## src/rtl/binarize_pack.sv

```systemverilog
// binarize_pack
// Turns the serial stream of signed accumulator results from the PE column
// into packed binary activations for the next layer.
//
// For each accepted sample, the block compares the accumulator against the
// threshold of the current channel. That threshold is the folded batch-norm.
// The result can optionally be inverted per channel. The resulting bit goes
// into the next lane of a pack register. A full word, or a word cut short by
// acc_last, is pushed into a small output FIFO.
//
// Ports:
//   clk, rst_n                 rising-edge clock, async active-low reset
//   thr_wr/thr_addr/thr_data/thr_inv
//                              per-channel threshold table write port
//   acc_valid/acc_ready        accumulator sample handshake
//   acc_data                   signed accumulator value
//   acc_last                   last sample of a vector, flushes the partial word
//   act_valid/act_ready        packed word handshake
//   act_data                   packed bits, channel 0 at the LSB
//   act_last                   word closes a vector
module binarize_pack #(
   parameter int WIDTH = 16,
   parameter int ACC_W = 11,
   parameter int DEPTH = 2
) (
   input  logic                     clk,
   input  logic                     rst_n,
   input  logic                     thr_wr,
   input  logic [$clog2(WIDTH)-1:0] thr_addr,
   input  logic [ACC_W-1:0]         thr_data,
   input  logic                     thr_inv,
   input  logic                     acc_valid,
   output logic                     acc_ready,
   input  logic [ACC_W-1:0]         acc_data,
   input  logic                     acc_last,
   output logic                     act_valid,
   input  logic                     act_ready,
   output logic [WIDTH-1:0]         act_data,
   output logic                     act_last
);

   localparam int LANE_W = $clog2(WIDTH);
   localparam int PTR_W  = (DEPTH > 1) ? $clog2(DEPTH) : 1;
   localparam int CNT_W  = $clog2(DEPTH + 1);

   logic [ACC_W-1:0]  thr_tab [WIDTH];
   logic [WIDTH-1:0]  inv_tab;

   logic [LANE_W-1:0] lane;
   logic [WIDTH-1:0]  pack;
   logic [WIDTH-1:0]  merged;

   logic [WIDTH-1:0]  fifo_data [DEPTH];
   logic [DEPTH-1:0]  fifo_last;
   logic [PTR_W-1:0]  wr_ptr;
   logic [PTR_W-1:0]  rd_ptr;
   logic [CNT_W-1:0]  count;

   logic              accept;
   logic              bit_val;
   logic              close_word;
   logic              push;
   logic              pop;

   // Ready depends only on the registered count.
   // This keeps act_ready out of the acc_ready path.
   assign acc_ready  = (count < CNT_W'(DEPTH));
   assign act_valid  = (count != '0);
   assign act_data   = fifo_data[rd_ptr];
   assign act_last   = fifo_last[rd_ptr];

   assign accept     = acc_valid && acc_ready;
   assign bit_val    = ($signed(acc_data) >= $signed(thr_tab[lane])) ^ inv_tab[lane];
   assign close_word = (lane == LANE_W'(WIDTH - 1)) || acc_last;
   assign push       = accept && close_word;
   assign pop        = act_valid && act_ready;

   // The pack register holds zeros above the current lane.
   // Because of that, merging the new bit in place gives the zero-padded word.
   always_comb begin
      merged       = pack;
      merged[lane] = bit_val;
   end

   // Threshold table.
   // A write on the same edge as an accept is not seen by that sample.
   // The sample reads the entry's previous contents.
   always_ff @(posedge clk or negedge rst_n) begin
      if (!rst_n) begin
         for (int i = 0; i < WIDTH; i++) begin
            thr_tab[i] <= '0;
         end
         inv_tab <= '0;
      end else if (thr_wr) begin
         thr_tab[thr_addr] <= thr_data;
         inv_tab[thr_addr] <= thr_inv;
      end
   end

   // Lane counter and pack register.
   // Both restart from lane 0 whenever a word is closed.
   always_ff @(posedge clk or negedge rst_n) begin
      if (!rst_n) begin
         lane <= '0;
         pack <= '0;
      end else if (accept) begin
         if (close_word) begin
            lane <= '0;
            pack <= '0;
         end else begin
            lane <= lane + LANE_W'(1);
            pack <= merged;
         end
      end
   end

   // Output FIFO storage and pointers.
   // Pointers wrap explicitly so that DEPTH does not need to be a power of two.
   always_ff @(posedge clk or negedge rst_n) begin
      if (!rst_n) begin
         for (int i = 0; i < DEPTH; i++) begin
            fifo_data[i] <= '0;
         end
         fifo_last <= '0;
         wr_ptr    <= '0;
         rd_ptr    <= '0;
      end else begin
         if (push) begin
            fifo_data[wr_ptr] <= merged;
            fifo_last[wr_ptr] <= acc_last;
            wr_ptr <= (wr_ptr == PTR_W'(DEPTH - 1)) ? '0 : wr_ptr + PTR_W'(1);
         end
         if (pop) begin
            rd_ptr <= (rd_ptr == PTR_W'(DEPTH - 1)) ? '0 : rd_ptr + PTR_W'(1);
         end
      end
   end

   // Occupancy count.
   // A simultaneous push and pop leaves the count unchanged.
   always_ff @(posedge clk or negedge rst_n) begin
      if (!rst_n) begin
         count <= '0;
      end else begin
         case ({push, pop})
            2'b10:   count <= count + CNT_W'(1);
            2'b01:   count <= count - CNT_W'(1);
            default: count <= count;
         endcase
      end
   end

endmodule

```

## config.mk

```make
export PLATFORM = sky130hd
export DESIGN_NAME = binarize_pack
export DESIGN_NICKNAME = d
export VERILOG_FILES = /design/src/rtl/binarize_pack.sv
export SDC_FILE = /design/constraint.sdc
export NUM_CORES = 1
export LEC_CHECK = 0
export ABC_AREA = 1
export CORE_UTILIZATION = 55
export CTS_CLUSTER_SIZE = 12
export DETAILED_ROUTE_END_ITERATION = 8
export GPL_TIMING_DRIVEN = 0
export HOLD_SLACK_MARGIN = 0.03
export PLACE_DENSITY = 0.83
export SLEW_MARGIN = 15
export SYNTH_ARGS = -nofsm -noshare
export SYNTH_HDL_FRONTEND = slang
export SYNTH_SLANG_ARGS = --single-unit
```

## constraint.sdc

```tcl
create_clock -name clk -period 3.4 [get_ports clk]
set_clock_uncertainty 0.1 [all_clocks]
set_input_delay 0.51 -clock clk [delete_from_list [all_inputs] [get_ports clk]]
set_output_delay 0.51 -clock clk [all_outputs]
set_load 0.02 [all_outputs]
```

# == Yosys cells after proc, flatten, opt, wreduce, memory -nomap -nowiden ==
# Index checks and enable logic that the tools add are counted.
# classes
add_sub_neg,5
muxes,30
n_eq_ne,3
n_reduce_logical,11
bitwise_logic,5
n_lt_le_gt_ge,15
# ops
operator,count
bitwise mux 176 bit,1
2-to-1 mux 16 bit,5
binary-select mux 11 bit (select 4 bit),1
demux 11 bit (select 4 bit),1
2-to-1 mux 11 bit,3
bitwise mux 16 bit,2
bitwise mux 32 bit,1
demux 16 bit (select 1 bit),1
>= comparator 11 bit,1
>= comparator 5 bit (second input constant),2
< comparator 4 x 5 -> 1 bit (second input constant),2
inverter 4 -> 5 bit,2
demux 1 bit (select 4 bit),2
>= comparator 4 x 1 -> 1 bit (second input constant),2
logical AND 1 bit,8
2-to-1 mux 1 bit,8
< comparator 5 x 1 -> 1 bit (second input constant),1
adder 4 x 1 -> 4 bit (second input constant),1
binary-select mux 1 bit (select 4 bit),1
equality test 4 bit (second input constant),1
>= comparator 2 bit (second input constant),2
< comparator 1 x 2 -> 1 bit (second input constant),2
2-to-1 mux 4 bit,1
inverter 1 -> 2 bit,2
14 further kinds,16
# totals
ff_bits,250
inputBits,33

# == Depth between registers and ports, before layout ==
# Gate-level depths: netlist of run 1.
# logic_depth
depth_word,8
ltp_mapped,23
depth_no_buf,19

# == Least setup slack after synthesis of run 1 ==
# No wires, ideal clock.
# synth_timing
kind,register to register
start,register lane[0]
end,register fifo_data[6] (netlist name)
stages_incl_launch_ff,22
t_arrival_ns,2.915
setup_time_ns,0.118
path_slack_ns,0.267
path_buffers,4
path_cell_list,dfrtp_1 buf_4 inv_2 buf_2 clkbuf_1 nor2_1 o22ai_1 nand2_1 nand2_1 a221oi_1 ha_1 nand2_1 nor2_1 and2_1 nand2_1 nand4_1 nand3_1 nand2_2 buf_6 nand3_2 nand3_1 nand2_1
# synth_between
elab_chain_cells,8
elab_cells_between_ends,18
classes_between,order compare (3); eq/ne (1); mux (9); bitwise (2); reduce/logical (3)
# synth_rtl
item,line,source
"start, declared",49,logic [LANE_W-1:0] lane;
"start signal, assigned",111,lane <= lane + LANE_W'(1);
inverter 4 -> 5 bit (implied by the code),73,assign bit_val = ($signed(acc_data) >= $signed(thr_tab[lane])) ^ inv_tab[lane];
binary-select mux 11 bit (select 4 bit),73,
2-to-1 mux 11 bit (implied by the code) (2 in series),73,
>= comparator 11 bit,73,
XOR 1 bit,73,
bitwise mux 16 bit,82,merged[lane] = bit_val;
bitwise mux 32 bit,129,fifo_data[wr_ptr] <= merged;
"end signal, assigned by index",129,
"end, declared",53,logic [WIDTH-1:0] fifo_data [DEPTH];
# Parallel ways exist; a longest one is shown, timed or not. The select of a mux whose other input is x is not followed.
# A chain may end at the register's enable or synchronous reset.

# == Worst setup path in the final report of run 1 ==
# layout_timing
start,register lane[0]
end,register fifo_data[30] (netlist name)
# The elaborated chain is that of the path after synthesis.

==> metrics, run 1 <==
min cycle time layout 3.45 ns; Setup CP Type flop to flop; Max Fanout on Critical Path 10; die span in x 147 µm; router iterations before antenna repair 6; r2r worst-path depth 17; die area 21700 µm²; worst hold slack 0.374 ns; Clock Power Share 20.9%; gp weighted congestion 1.01; period utilisation layout 101%; r2r endpoint fifo_data[30]; Util after Layout 69.8%; XOR/XNOR share of the synthesized area 0.377%; FF-to-FF Start lane[0]; Initial Util 56.7%; Post-Synth Simple-Gate Area 23.5%; overall power 12.7 mW; Post-Syn Area 11600 µm²; CTS tree yes; Seq cells post-synth 250; Hold EP pack[9]; Routed WL 36900 µm; Root Buffer Master clkbuf_16; start point of the worst min-delay path pack[9]; adder-cell share of the synthesized area 1.72%; Layout area overhead 23.1%; total CTS buffers 26; H-tree Lvls 1; Seq/Total Area, Yosys 53.8%; Yosys cell types 28; Max IR drop VDD 0.491 mV; Die H 147 µm; Slew HR 47.8%; PnR worst setup slack -0.0467 ns; ys async rst share 100%; initial DRC count 1582; Hold Crit Class flop to flop; leakage power total 6.74 nW; GRT Max-Usage Layer met2; worst slew pin tran 0.783 ns; num ports 52; total number of vias 11200; clock transition at the registers of the reported paths 0.06 ns; status finished, violations left; setup TNS -0.687 ns; Antenna Cells 0; syn avg cell area 8.21 µm²; PortBufs 51; Finish-stage setup viols 37; met3 usage 7.36%; Placeable Area 20500 µm²; Gate power share 46.8%; critical path cell sequence buf_6, clkbuf_2, o21ai_0, o22ai_2, a221oi_2, ha_1, nand2_2, nor2_4, and2_4, buf_4, nand4_1, nand3_1, nand2_2, clkbuf_16, nand3_2, nand3_1, nand2_1; number of synthesized flops with an enable pin 0; row count 52; Sw Share 40.8%; Net Switching 5.18 mW; Final nets 1560; Post-Syn Nets 1464; largest family of logic cells by synthesized area simple AND/OR/NAND/NOR gates; Cells on Worst Hold Path 2; RSZ-0062 raised after global routing true; clk sinks 250; Crit-path slowest cell dfrtp_1; GR met2 Demand/Resource 51.8%; GR Overflow Total 0; clock latency on the worst-skew pair 0.54 ns; global-route wire length before repair 56300 µm; post-synthesis mux area share 0%; worst endpoint required time 3.72 ns; Antenna Nets Post-Route 0; CP delay by family, top simple AND/OR/NAND/NOR gates; Max-Cap Viols 0; multi-input logic area 5370 µm²; Layout fillers 1516; Worst setup SP type flop; Reg2Reg Setup Slack -0.05 ns; Register Area 6260 µm²; Setup WS pre-CTS -0.854 ns; Clock Tree Buf Depth 3; Post-DP HPWL 24000 µm; layout cells sized above 1 15.6%; CP bufs+invs 4; Pint 7.53 mW; max-slew violations 0; M1 GR Usage 44.3%; Tot GR Track Use 33.4%; YS warnings 0; violated checks setup timing; initial antenna violation count 0; Hold Fails Final Rpt 0; Worst EP arrival 3.77 ns; drt drc 0; Synth Area in Compound Gates 15.8%; ys flop type dfrtp_1; largest net degree at the start of global routing 106; crit path capture type flop; routed vias/inst 6.26; f_max 290 MHz; Mapped Cells 1415; Cell Pwr Density 888 nW/µm²; Avg WL per Cell 20.6 µm; crit-path max cell delay 0.40 ns; vias in the first global route 10500; sequential share of power 32.3%
-- cells in the final DEF (no fill, tap or decap), drive strengths merged --
master	n
and2	1
o21ai	288
clkbuf	103
clkinv	7
inv	45
ha	16
a21oi	4
nor2	123
dfrtp	250
a221oi	10
clkdlybuf4s50	50
buf	42
or2	16
a21o	1
xor2	4
xnor2	1
nand2	431
nor3	3
nor4	1
o22ai	44
nand3	78
dlygate4sd3	1
nand4	5
-- layout make-up --
type	count	share of cell area (%)
plain buffers	91	4.29
clock buffers	37	5.27
clock inverters	4	0.140
inverters	48	1.36
multi-input cells	1026	37.6
flip-flops and latches	250	43.7
well taps	270	2.36
repair buffers	68	5.27
-- flip-flops by register name, summed over array words and instances, names as in the netlist --
signal and flops:
wr_ptr 1, fifo_data 32, lane 4, pack 16, inv_tab 16, fifo_last 2
thr_tab 176, count 2, rd_ptr 1
-- timing repair --
item                       in CTS  in global routing
hold endpoints to repair      104                  0
setup buffers                   4                  6
gates resized for setup        85                197
pin swaps                       9                 38
hold buffers                    1                  0
gates cloned                    0                  4
setup endpoints to repair      47                 47
-- metal layers --
| metal | vias to the layer above | part of all wire [%] |
|---|---|---|
| li1 | 4889 | - |
| met1 | 5287 | 37 |
| met2 | 846 | 45 |
| met3 | 202 | 11 |
| met4 | 0 | 6.8 |
| met5 | - | 0 |
-- cell usage after synthesis, drive strengths merged, types with 10 or more instances --
master / number / share of area [%]
buf: 11 / 0.66
dfrtp: 250 / 54
nor2: 123 / 4.2
a221oi: 10 / 0.75
o22ai: 44 / 2.4
nand3: 78 / 3.8
ha: 16 / 1.7
o21ai: 288 / 12
inv: 46 / 1.5
clkbuf: 80 / 2.6
nand2: 431 / 14
or2: 16 / 0.86
-- logic make-up after synthesis --
family | count (synthesis)
simple gates | 658
fa+ha+maj | 16
flops | 250
xor+xnor | 5
buf+inv | 139
compound gates | 347
-- how the worst max path moves through the flow --
stage / start / endpoint / slack [ns] / cells after the start
detailed placement: lane[0] / fifo_data[24] / -0.85 / 21
floorplan: lane[0] / fifo_data[6] / 0.27 / 21
CTS: lane[0] / pack[3] / 0.003 / 21
global placement: rst_n / thr_tab[170] / -8.66 / 1
global route: lane[0] / fifo_data[24] / -0.15 / 16
finish: lane[0] / fifo_data[30] / -0.05 / 17
-- per-stage QoR --
step / instance area [µm²] / instances
floorplan: 11600 / 1415
global placement: 12500 / 1736
detailed placement: 12500 / 1738
CTS: 13600 / 1784
global route: 14300 / 1794
finish: 14300 / 1794
-- power by group through the flow --
stage               logic (mW)  clock network (mW)  registers, mW
global route              6.35                2.77           4.16
detailed placement        4.23                   0           4.08
global placement          4.08                   0           4.06
finish                    5.95                2.66           4.10
floorplan                 2.89                   0           3.96
CTS                       4.73                2.65           4.04
-- worst min-delay path: stages, from the launching register on --
cell and delay, ns:
dfrtp_1 0.33, nand2_1 0.05, nand2_1 0.06
No activity file was read; power rests on OpenSTA's default activity.
==> run 2, diff against run 1 <==
- CTS_BUF_LIST: not set -> sky130_fd_sc_hd__clkbuf_16
==> run 2 against run 1 <==
The flow still finishes with violations (setup timing). Sequential cell count did not move. Cell count about the same. Register-to-register slack lost 0.05 ns. Wire length down 1.3%. Global-route usage fell by 0.062 points. Critical endpoint is now fifo_data[8].
==> metrics, run 2 (synthesis gave the netlist of run 1 again) <==
f_max 286 MHz (was 290 MHz); violated checks setup timing (unchanged); Clock Tree Buf Depth 3 (unchanged); Register Area 6260 µm² (unchanged); Tot GR Track Use 33.4% (about the same); Initial Util 56.7% (unchanged); Util after Layout 68.4% (was 69.8%); PortBufs 51 (unchanged); overall power 12.2 mW (was 12.7 mW); crit path capture type flop (unchanged); Clock Power Share 20.9% (about the same); worst hold slack 0.373 ns (was 0.374 ns); Worst EP arrival 3.81 ns (was 3.77 ns); status finished, violations left (unchanged); largest net degree at the start of global routing 106 (unchanged); placed cell count 1738 (unchanged); Hold Fails Final Rpt 0 (unchanged); r2r endpoint fifo_data[8] (was fifo_data[30]); Max IR drop VDD 0.492 mV (was 0.491 mV); Hold EP pack[9] (unchanged); max reg flops 176 (unchanged); drt drc 0 (unchanged); initial DRC count 1607 (was 1582); Post-DP HPWL 24000 µm (unchanged); min cycle time layout 3.49 ns (was 3.45 ns); Final nets 1561 (was 1560); most frequent cells in the layout 420 x nand2_1, 249 x o21ai_0, 249 x dfrtp_1 (was 415 x nand2_1, 249 x dfrtp_1, 241 x o21ai_0); multi-input logic area 5180 µm² (was 5370 µm²); worst endpoint required time 3.72 ns (about the same); r2r worst-path depth 17 (unchanged); Routed WL 36500 µm (was 36900 µm); PnR worst setup slack -0.0927 ns (was -0.0467 ns); max-slew violations 0 (unchanged); Reg2Reg Setup Slack -0.09 ns (was -0.05 ns); Placeable Area 20500 µm² (unchanged); design area 14000 µm² (was 14300 µm²); vias in the first global route 10400 (was 10500); Gate power share 45.5% (was 46.8%); routed vias/inst 6.19 (was 6.26); initial antenna violation count 0 (unchanged); CTS tree yes (unchanged); period utilisation layout 103% (was 101%); Slew HR 48.1% (was 47.8%); most common cell after layout, fill and taps aside nand2_1 (unchanged); Top Registers thr_tab (176), fifo_data (32) (unchanged); Finished Layout Cells 1795 (was 1794); global-route wire length before repair 56200 µm (was 56300 µm); Worst setup SP type flop (unchanged); clock transition at the registers of the reported paths 0.06 ns (about the same); Hold Crit Class flop to flop (unchanged); Net Switching 4.96 mW (was 5.18 mW); Antenna Cells 0 (unchanged); Finish-stage setup viols 47 (was 37); Max-Cap Viols 0 (unchanged); die area 21700 µm² (unchanged); leakage power total 6.70 nW (was 6.74 nW); Antenna Nets Post-Route 0 (unchanged); Die H 147 µm (unchanged); start point of the worst min-delay path pack[9] (unchanged); row count 52 (unchanged); largest register by flop count thr_tab (unchanged); Sw Share 40.7% (was 40.8%); total CTS buffers 26 (unchanged); Avg WL per Cell 20.3 µm (was 20.6 µm); Post-DP Area 12500 µm² (unchanged); Layout area overhead 20.6% (was 23.1%); clock latency on the worst-skew pair 0.53 ns (was 0.54 ns); FF-to-FF Start lane[0] (unchanged); die span in x 147 µm (unchanged); Pint 7.23 mW (was 7.53 mW); gp weighted congestion 1.01 (unchanged); total number of vias 11100 (was 11200); Setup WS pre-CTS -0.854 ns (unchanged); layout cells sized above 1 13.4% (was 15.6%); Root Buffer Master clkbuf_16 (unchanged); setup TNS -2.62 ns (was -0.687 ns); RSZ-0062 raised after global routing true (unchanged); Cells on Worst Hold Path 2 (unchanged); num ports 52 (unchanged); Max Fanout on Critical Path 10 (unchanged); GR Overflow Total 0 (unchanged); Setup CP Type flop to flop (unchanged); Layout fillers 1563 (was 1516); clk sinks 250 (unchanged); H-tree Lvls 1 (unchanged); router iterations before antenna repair 8 (was 6); sequential share of power 33.6% (was 32.3%); Cell Pwr Density 870 nW/µm² (was 888 nW/µm²); worst slew pin tran 0.778 ns (was 0.783 ns)
run 2: worst max-delay path by stage:
stage                     startpoint       endpoint  cells after the start
after floorplan              lane[0]   fifo_data[6]                     21
after global placement         rst_n   thr_tab[170]                      1
after detailed placement     lane[0]  fifo_data[24]                     21
after CTS                    lane[0]        pack[3]                     19
after global routing         lane[0]        pack[1]                     19
final                        lane[0]   fifo_data[8]                     17
run 2: power by group through the flow:
stage	logic [mW]	clock network [mW]	registers (mW)
CTS	4.74	2.54	4.04
global route	5.93	2.67	4.16
finish	5.54	2.55	4.10
global placement	4.08	0	4.06
floorplan	2.89	0	3.96
detailed placement	4.23	0	4.08
run 2: critical path, cell delays in order (launching register included):
cell,delay (ns)
dfrtp_1,0.40
buf_6,0.16
clkbuf_2,0.27
o21ai_0,0.38
o22ai_2,0.16
a221oi_2,0.39
ha_1,0.31
nand2_1,0.11
nor2_4,0.05
and2_4,0.15
buf_4,0.13
nand4_1,0.12
nand3_1,0.11
nand2_2,0.12
buf_8,0.16
nand3_2,0.11
nand3_1,0.09
nand2_1,0.06
run 2: cell type report:
class                           instances  area share (%)
Clock buffer                           27            4.82
Multi-Input combinational cell       1026            36.9
Timing Repair Buffer                   69            5.19
Clock inverter                         14           0.411
Tap cell                              270            2.41
Inverter                               48            1.39
Sequential cell                       250            44.6
Buffer                                 91            4.19
run 2: what timing repair did:
action	in CTS	in global routing
pin swaps	11	18
endpoints found under the hold margin	104	0
cloned	0	2
setup buffers	4	9
endpoints found under the setup margin	47	47
hold buffers	1	0
resized for setup	88	135
run 2: per-layer routing:
metal	GRT usage, %	part of all wire (%)	vias up
met2	51.7	45	817
met1	44.1	37	5186
met4	16.9	6.7	0
met5	0	0	-
li1	-	-	4885
met3	7.80	11	223
==> run 3, diff against run 2 <==
- CAP_MARGIN: not set -> 20
==> results of run 3 <==
The final DEF is identical to that of run 2; final timing and power are the same.
